$ cat config.mk
export PLATFORM = sky130hd
export DESIGN_NAME = matrix_scan_ctrl
export DESIGN_NICKNAME = d
export VERILOG_FILES = /design/src/rtl/matrix_scan_ctrl.sv
export SDC_FILE = /design/constraint.sdc
export NUM_CORES = 1
export LEC_CHECK = 0
export CAP_MARGIN = 20
export CELL_PAD_IN_SITES_DETAIL_PLACEMENT = 0
export CELL_PAD_IN_SITES_GLOBAL_PLACEMENT = 2
export CORE_MARGIN = 3
export CORE_UTILIZATION = 25
export DETAILED_ROUTE_END_ITERATION = 12
export GPL_ROUTABILITY_DRIVEN = 0
export PLACE_DENSITY_LB_ADDON = 0.1
export SETUP_SLACK_MARGIN = 0.2
export SYNTH_ARGS = -nofsm -noshare
export SYNTH_HDL_FRONTEND = slang
export SYNTH_SLANG_ARGS = --single-unit
$ cat constraint.sdc
create_clock -name clk -period 28.3 [get_ports clk]
set_clock_uncertainty 0.2 [all_clocks]
set_input_delay 7.075 -clock clk [delete_from_list [all_inputs] [get_ports clk]]
set_output_delay 7.075 -clock clk [all_outputs]
set_load 0.02 [all_outputs]
$ cat src/rtl/matrix_scan_ctrl.sv
`default_nettype none
// ============================================================================
// Module  : matrix_scan_ctrl
// Purpose : Double-buffered 8x8 RGB frame store and row-word scan scheduler
//           feeding a 74HC595 shifter over valid/ready.
//           Optional MATRIX_SCAN_COLOR_SEQ_EN: send R, B, G as separate words.
// Revision: 1.0 - initial release
// ============================================================================
module matrix_scan_ctrl #(
    parameter int DWELL_CYCLES = 256
) (
    input  logic        clk,
    input  logic        rst,
    input  logic        enable,
    input  logic        wr_valid,
    output logic        wr_ready,
    input  logic [5:0]  wr_addr,
    input  logic [2:0]  wr_rgb,
    input  logic        swap_req,
    output logic        swap_done,
    output logic        active_bank,
    output logic        word_valid,
    input  logic        word_ready,
    output logic [31:0] word_data,
    output logic        frame_start
);

    typedef enum logic [1:0] {
        ST_IDLE   = 2'd0,
        ST_LAUNCH = 2'd1,
        ST_DWELL  = 2'd2
    } state_t;

    localparam logic [15:0] c_dwell_load = 16'(DWELL_CYCLES - 1);

    state_t      r_state;
    logic        r_active_bank;
    logic        r_swap_pending;
    logic [2:0]  r_bank [0:1][0:63];
    logic [2:0]  r_row;
    logic [15:0] r_cnt;
    logic        r_word_valid;
    logic [31:0] r_word_data;

    logic        w_dwell_done;
    logic        w_last;
    logic        w_first;
    logic        w_do_swap;
    logic        w_front;
    logic        w_wr_fire;
    logic [2:0]  w_nrow;
    logic [2:0]  w_pix [0:7];
    logic [7:0]  w_red_n;
    logic [7:0]  w_grn_n;
    logic [7:0]  w_blu_n;
    logic [7:0]  w_anode;
    logic [31:0] w_word;

`ifdef MATRIX_SCAN_COLOR_SEQ_EN
    logic [1:0]  r_phase;
    logic [1:0]  w_nphase;

    assign w_last  = (r_row == 3'd7) && (r_phase == 2'd2);
    assign w_first = (r_row == 3'd0) && (r_phase == 2'd0);

    // Index of the word about to be built: restart in IDLE, else step R->B->G then next row
    always_comb begin
        w_nrow   = 3'd0;
        w_nphase = 2'd0;
        if (r_state != ST_IDLE) begin
            if (r_phase == 2'd2) begin
                w_nrow   = r_row + 3'd1;
                w_nphase = 2'd0;
            end else begin
                w_nrow   = r_row;
                w_nphase = r_phase + 2'd1;
            end
        end
    end

    always_comb begin
        case (w_nphase)
            2'd0:    w_word = {w_red_n, 8'hFF, 8'hFF, w_anode};
            2'd1:    w_word = {8'hFF, w_blu_n, 8'hFF, w_anode};
            default: w_word = {8'hFF, 8'hFF, w_grn_n, w_anode};
        endcase
    end
`else
    assign w_last  = (r_row == 3'd7);
    assign w_first = (r_row == 3'd0);
    assign w_nrow  = (r_state == ST_IDLE) ? 3'd0 : r_row + 3'd1;
    assign w_word  = {w_red_n, w_blu_n, w_grn_n, w_anode};
`endif

    assign w_dwell_done = (r_state == ST_DWELL) && (r_cnt == 16'd0);
    assign w_do_swap    = r_swap_pending &&
                          ((r_state == ST_IDLE) || (w_dwell_done && w_last));
    // Next word is always built from the bank that will be front after this edge
    assign w_front      = r_active_bank ^ w_do_swap;
    assign w_wr_fire    = wr_valid && !r_swap_pending;
    assign w_anode      = 8'h80 >> w_nrow;

    generate
        for (genvar c = 0; c < 8; c++) begin : g_col
            assign w_pix[c]       = r_bank[w_front][{w_nrow, 3'(c)}];
            assign w_red_n[7 - c] = ~w_pix[c][2];
            assign w_grn_n[7 - c] = ~w_pix[c][1];
            assign w_blu_n[7 - c] = ~w_pix[c][0];
        end
    endgenerate

    always_ff @(posedge clk or posedge rst) begin
        if (rst) begin
            for (int b = 0; b < 2; b++) begin
                for (int a = 0; a < 64; a++) begin
                    r_bank[b][a] <= 3'b000;
                end
            end
        end else if (w_wr_fire) begin
            r_bank[~r_active_bank][wr_addr] <= wr_rgb;
        end
    end

    always_ff @(posedge clk or posedge rst) begin
        if (rst) begin
            r_state        <= ST_IDLE;
            r_active_bank  <= 1'b0;
            r_swap_pending <= 1'b0;
            r_row          <= 3'd0;
`ifdef MATRIX_SCAN_COLOR_SEQ_EN
            r_phase        <= 2'd0;
`endif
            r_cnt          <= 16'd0;
            r_word_valid   <= 1'b0;
            r_word_data    <= 32'hFFFF_FF00;
        end else begin
            if (w_do_swap) begin
                r_active_bank <= ~r_active_bank;
            end
            // A request arriving while one is already pending is absorbed
            r_swap_pending <= w_do_swap ? 1'b0 : (r_swap_pending | swap_req);

            case (r_state)
                ST_IDLE: begin
                    if (enable) begin
                        r_row        <= w_nrow;
`ifdef MATRIX_SCAN_COLOR_SEQ_EN
                        r_phase      <= w_nphase;
`endif
                        r_word_data  <= w_word;
                        r_word_valid <= 1'b1;
                        r_state      <= ST_LAUNCH;
                    end
                end
                ST_LAUNCH: begin
                    if (word_ready) begin
                        r_word_valid <= 1'b0;
                        r_cnt        <= c_dwell_load;
                        r_state      <= ST_DWELL;
                    end
                end
                ST_DWELL: begin
                    if (r_cnt != 16'd0) begin
                        r_cnt <= r_cnt - 16'd1;
                    end else if (enable) begin
                        r_row        <= w_nrow;
`ifdef MATRIX_SCAN_COLOR_SEQ_EN
                        r_phase      <= w_nphase;
`endif
                        r_word_data  <= w_word;
                        r_word_valid <= 1'b1;
                        r_state      <= ST_LAUNCH;
                    end else begin
                        r_state <= ST_IDLE;
                    end
                end
                default: r_state <= ST_IDLE;
            endcase
        end
    end

    assign wr_ready    = !r_swap_pending;
    assign swap_done   = w_do_swap;
    assign active_bank = r_active_bank;
    assign word_valid  = r_word_valid;
    assign word_data   = r_word_data;
    assign frame_start = (r_state == ST_LAUNCH) && word_ready && w_first;

endmodule
`default_nettype wire
Word level (Yosys, flattened, before mapping):

Index checks and enable logic that the tools add are counted.

* add/subtract/negate cells: 2
* $lt $le $gt $ge: 13
* equality and inequality tests: 7
* shift-type cells: 1
* mux-type cells: 52
* bitwise logic cells: 38
* reductions and logical operators: 21

Operators by type and width (count)
* two-way mux 192 bit: 4
* bitwise mux 384 bit: 1
* demux 192 bit (select 1 bit): 1
* binary-select mux 3 bit (select 6 bit): 8
* two-way mux 32 bit: 2
* case mux 32 bit (2 select lines): 1
* >= comparator 7 bit (second input constant): 9
* NOT 6 -> 7 bit: 9
* two-way mux 3 bit: 20
* two-way mux 16 bit: 2
* case mux 16 bit (2 select lines): 1
* NOT 1 bit: 25
* demux 3 bit (select 6 bit): 1
* logical NOT 16 bit: 1
* nonzero test 16 bit: 1
* subtractor 16 x 1 -> 16 bit (second input constant): 1
* AND reduction 3 bit: 3
* logical AND 1 bit: 8
* >> shifter 8 x 3 -> 8 bit (first input constant): 1
* < comparator 7 x 1 -> 1 bit (second input constant): 1
* two-way mux 2 bit: 3
* != test 2 bit (second input constant): 3
* case mux 2 bit (3 select lines): 1
* case mux 3 bit (2 select lines): 1
* 19 further kinds: 26

* register bits after elaboration: 440

Logic depth before layout (Yosys ltp):

* word-level depth: 17
* gate-level depth with buffers: 13

Least setup slack after synthesis:

Ideal clock, no wire load.

* path kind: input port to output port
* from: input word_ready
* to: output frame_start
* data arrival time: 7800 ps
* data required time: 21025 ps
* path slack: 13225 ps
* stages: 2
* buffers on the path: 0
* path through: nand3_1 > nor3b_1

* word-level cells in the longest chain between the ends: 2

Ends and longest elaborated chain
* start: declaration: RTL line 23 `input logic word_ready,`
* logical AND 1 bit (2 in a row): RTL line 187 `assign frame_start = (r_state == ST_LAUNCH) && word_ready && w_first;`
* end: declaration: RTL line 25 `output logic frame_start`

Every way passes these cells.

Worst setup path in the final report:

Ends and elaborated chain as after synthesis.

==> metrics.md <==
| Metric | Value |
|---|---|
| Status | finished clean |
| Sw power | 0.000902 W |
| Die ar. | 0.0859 sq mm |
| Die Width | 293 um |
| Clock Power Share | 0.317 |
| CP Data Required Time | 21.02 ns |
| CTS Root Cell | clkbuf_16 |
| DRC viols | 0 |
| Area contributors post-synth | dfrtp_1 (51%), mux2_2 (21%), nand2_1 (4.2%) |
| IO Count | 52 |
| DPL Wire Length | 43700 um |
| Iter 0 DRT Violations | 579 |
| Max incr delay on CP | 0.65 ns |
| Logic pwr share | 0.338 |
| Proportion of layout cells with a drive suffix above 1 | 0.308 |
| Worst Tran Pin Value | 1.07 ns |
| Total Power | 0.00232 W |
| CTS Buf Count | 57 |
| HP Start | word_data[1] |
| Internal | 0.00142 W |
| R2R Setup Slk | 22.91 ns |
| CP Max Fanout | 7 |
| Multi-input logic area | 0.00902 sq mm |
| Register area share after synthesis | 0.536 |
| Top delay family on crit path | buffers and inverters |
| Worst-path clk slew | 0.05 ns |
| Pwr per Cell Area | 96.2 mW/mm^2 |
| CP Capture Point | frame_start |
| Initial antenna violation count | 5 |
| DRT Wirelength | 71900 um |
| Largest area contributor in the netlist | dfrtp_1 |
| VDD IR max | 61.8 uV |
| Nets | 1783 |
| Setup TNS | 0 ns |
| Yosys top cell area share | 0.505 |
| CP Class | in2out |
| TritonCTS clock tree | built |
| Top FF cell, synth | dfrtp_1 |
| Flop pwr share | 0.346 |
| Sequential cell area | 0.0110 sq mm |
| Synthesized area per cell | 11.7 sq um |
| Post-route clock period utilization | 0.566 |
| Max-Cap Viols | 0 |
| Post-route ant nets | 0 |
| CP startpoint kind | input port |
| Grt ovf | 0 |
| Slew Viols, Final | 0 |
| Hold Path Class | reg2reg |
| Layout area overhead | 16.9% |
| Hold Vio Cnt, Final | 0 |
| GRT Util Overall | 0.168 |
| Worst-Skew Late Latency | 0.63 ns |
| Number of flops mapped to enable cells by yosys | 0 |
| Post-synthesis register bit count | 440 |
| Max_slew headroom | 0.283 |
| Clock tree buffer depth | 3 |
| CP Cell Sequence | clkdlybuf4s50_1, nand3_1, nor3b_1, clkdlybuf4s50_1 |
| Port bufs | 51 |
| Reg2reg start | r_row[0] |
| # hold bufs at CTS | 0 |
| Most frequent cells after synthesis | dfrtp_1 (416), mux2_2 (384), nand2_1 (231), nor2_1 (99), clkbuf_1 (95) |
| Reg2reg end | word_data[9] |
| CP most frequent cell | clkdlybuf4s50_1 |
| Crit path from | word_ready |
| Fillers | 8314 |
| Avg WL per Cell | 25.0 um |
| Finished Core Util | 0.297 |
| H-tree Lvls | 2 |
| Post-synth cell types | 52 |
| Final Critical Period | 16.02 ns |
| Worst endpoint data arrival time | 8.75 ns |
| Leak pwr | 11.0 nW |
| Initial Utilization | 0.254 |
| Share of synthesized registers carrying an async set or reset | 1.00 |
| Via count | 14200 |
| Critical path's slowest cell | clkdlybuf4s50_1 |
| Die Ht | 293 um |
| Clock Sinks | 440 |
| Most frequent cell after synthesis | dfrtp_1 |
| Largest net degree at the start of global routing | 149 |
| CORE AREA | 0.0811 sq mm |
| Sw frac | 0.389 |
| Global-route wire length before repair | 108000 um |
| YS warnings | 0 |
| Post-CTS Resized | 0 |
| Number of cells on the worst reg-to-reg path | 11 |
| Finish-stage setup viols | 0 |
| RSZ-0062 raised after global routing | no |
| Stages on worst setup path | 4 |
| Vias in the first global route | 15400 |
| Row count | 104 |
| Fmax | 62.4 MHz |
| Vias per inst | 4.94 |
| Mapped Area | 0.0206 sq mm |
| Crit end category | output pin |
| WP buf/inv | 2 |
| Setup Buffers After CTS | 0 |
| Post-Syn Instances | 1765 |
| Syn nets | 1785 |
| Detailed Routing Iterations Pass 1 | 4 |
cell type report:
class | count | area share
sequential | 440 | 0.458
multi-input combinational | 1172 | 0.374
clock buffer | 95 | 0.0718
tap | 1060 | 0.0551
timing repair buffer | 78 | 0.0310
clock inverter | 12 | 0.00670
inverter | 14 | 0.00270
antenna | 1 | 0.000104
worst min path at each step:
| stage | to | slack (ns) | cells past startpoint |
|---|---|---|---|
| 2_1_floorplan | r_swap_pending | 0.26 | 2 |
| 3_3_place_gp | word_data[1] | 0.26 | 1 |
| 3_5_place_dp | word_data[1] | 0.26 | 1 |
| 4_1_cts | word_data[1] | 0.28 | 1 |
| 5_1_grt | word_data[0] | 0.30 | 1 |
| 6_report | word_data[1] | 0.28 | 1 |
routing by layer:
metal	routed length, um	GRT usage
met5	0	0
met4	1480	0.0384
met3	2530	0.0249
met2	33300	0.272
met1	34600	0.239
registers in the layout, summed over array words and instances, names as in the netlist:
register / flops
word_valid: 1
word_data: 32
r_bank: 384
active_bank: 1
r_swap_pending: 1
r_cnt: 16
r_state: 2
r_row: 3
power by group through the flow:
stage / Combinational, W / Sequential (W) / Clock [W]
2_1_floorplan: 0.000439 / 0.000813 / 0
3_3_place_gp: 0.000809 / 0.000812 / 0
3_5_place_dp: 0.000807 / 0.000813 / 0
4_1_cts: 0.000809 / 0.000802 / 0.000759
5_1_grt: 0.000851 / 0.000814 / 0.000788
6_report: 0.000783 / 0.000801 / 0.000734
kinds of logic (layout without fill, tap and decap cells):
group / after synthesis / in the layout / share of synthesized area
AND/OR/NAND/NOR: 548 / 548 / 0.126
flip-flops: 440 / 440 / 0.536
multiplexers: 408 / 408 / 0.221
AO/OA/AOI/OAI: 201 / 201 / 0.0764
buffers and inverters: 153 / 199 / 0.0329
XOR/XNOR: 10 / 10 / 0.00425
adder cells (fa/ha/maj): 5 / 5 / 0.00304
other: 0 / 1 / 0
stage by stage:
| step | hold WS (ns) | std cells | worst slack [ns] | area, sq um |
|---|---|---|---|---|
| floorplan | 0.264 | 1765 | 8.81 | 20600 |
| global placement | 0.263 | 2762 | 12.26 | 22200 |
| detailed placement | 0.265 | 2763 | 12.25 | 22200 |
| CTS | 0.278 | 2870 | 12.23 | 24100 |
| global route | 0.296 | 2871 | 12.19 | 24100 |
| finish | 0.276 | 2872 | 12.28 | 24100 |
placed cells by master (no fill, tap or decap), types with 5 or more instances in the layout:
master,n
dfrtp_1,416
mux2_2,384
nand2_1,231
nor2_1,93
and3_1,83
a211oi_1,73
clkbuf_16,58
nand3_1,55
clkdlybuf4s50_1,48
a32oi_1,43
buf_4,27
o31ai_1,26
mux2i_1,24
dfstp_2,24
clkbuf_1,23
o2111ai_1,21
nor4_1,18
clkbuf_8,14
inv_1,12
a2111oi_0,9
o21ai_0,8
nor3_1,7
a21o_1,7
nand2b_1,7
nor2_2,7
clkinv_2,7
nor4_2,5
a21oi_1,5
xor2_1,5
xnor2_1,5
or3_1,5
ha_1,5
(Power assumes the default switching activity.)
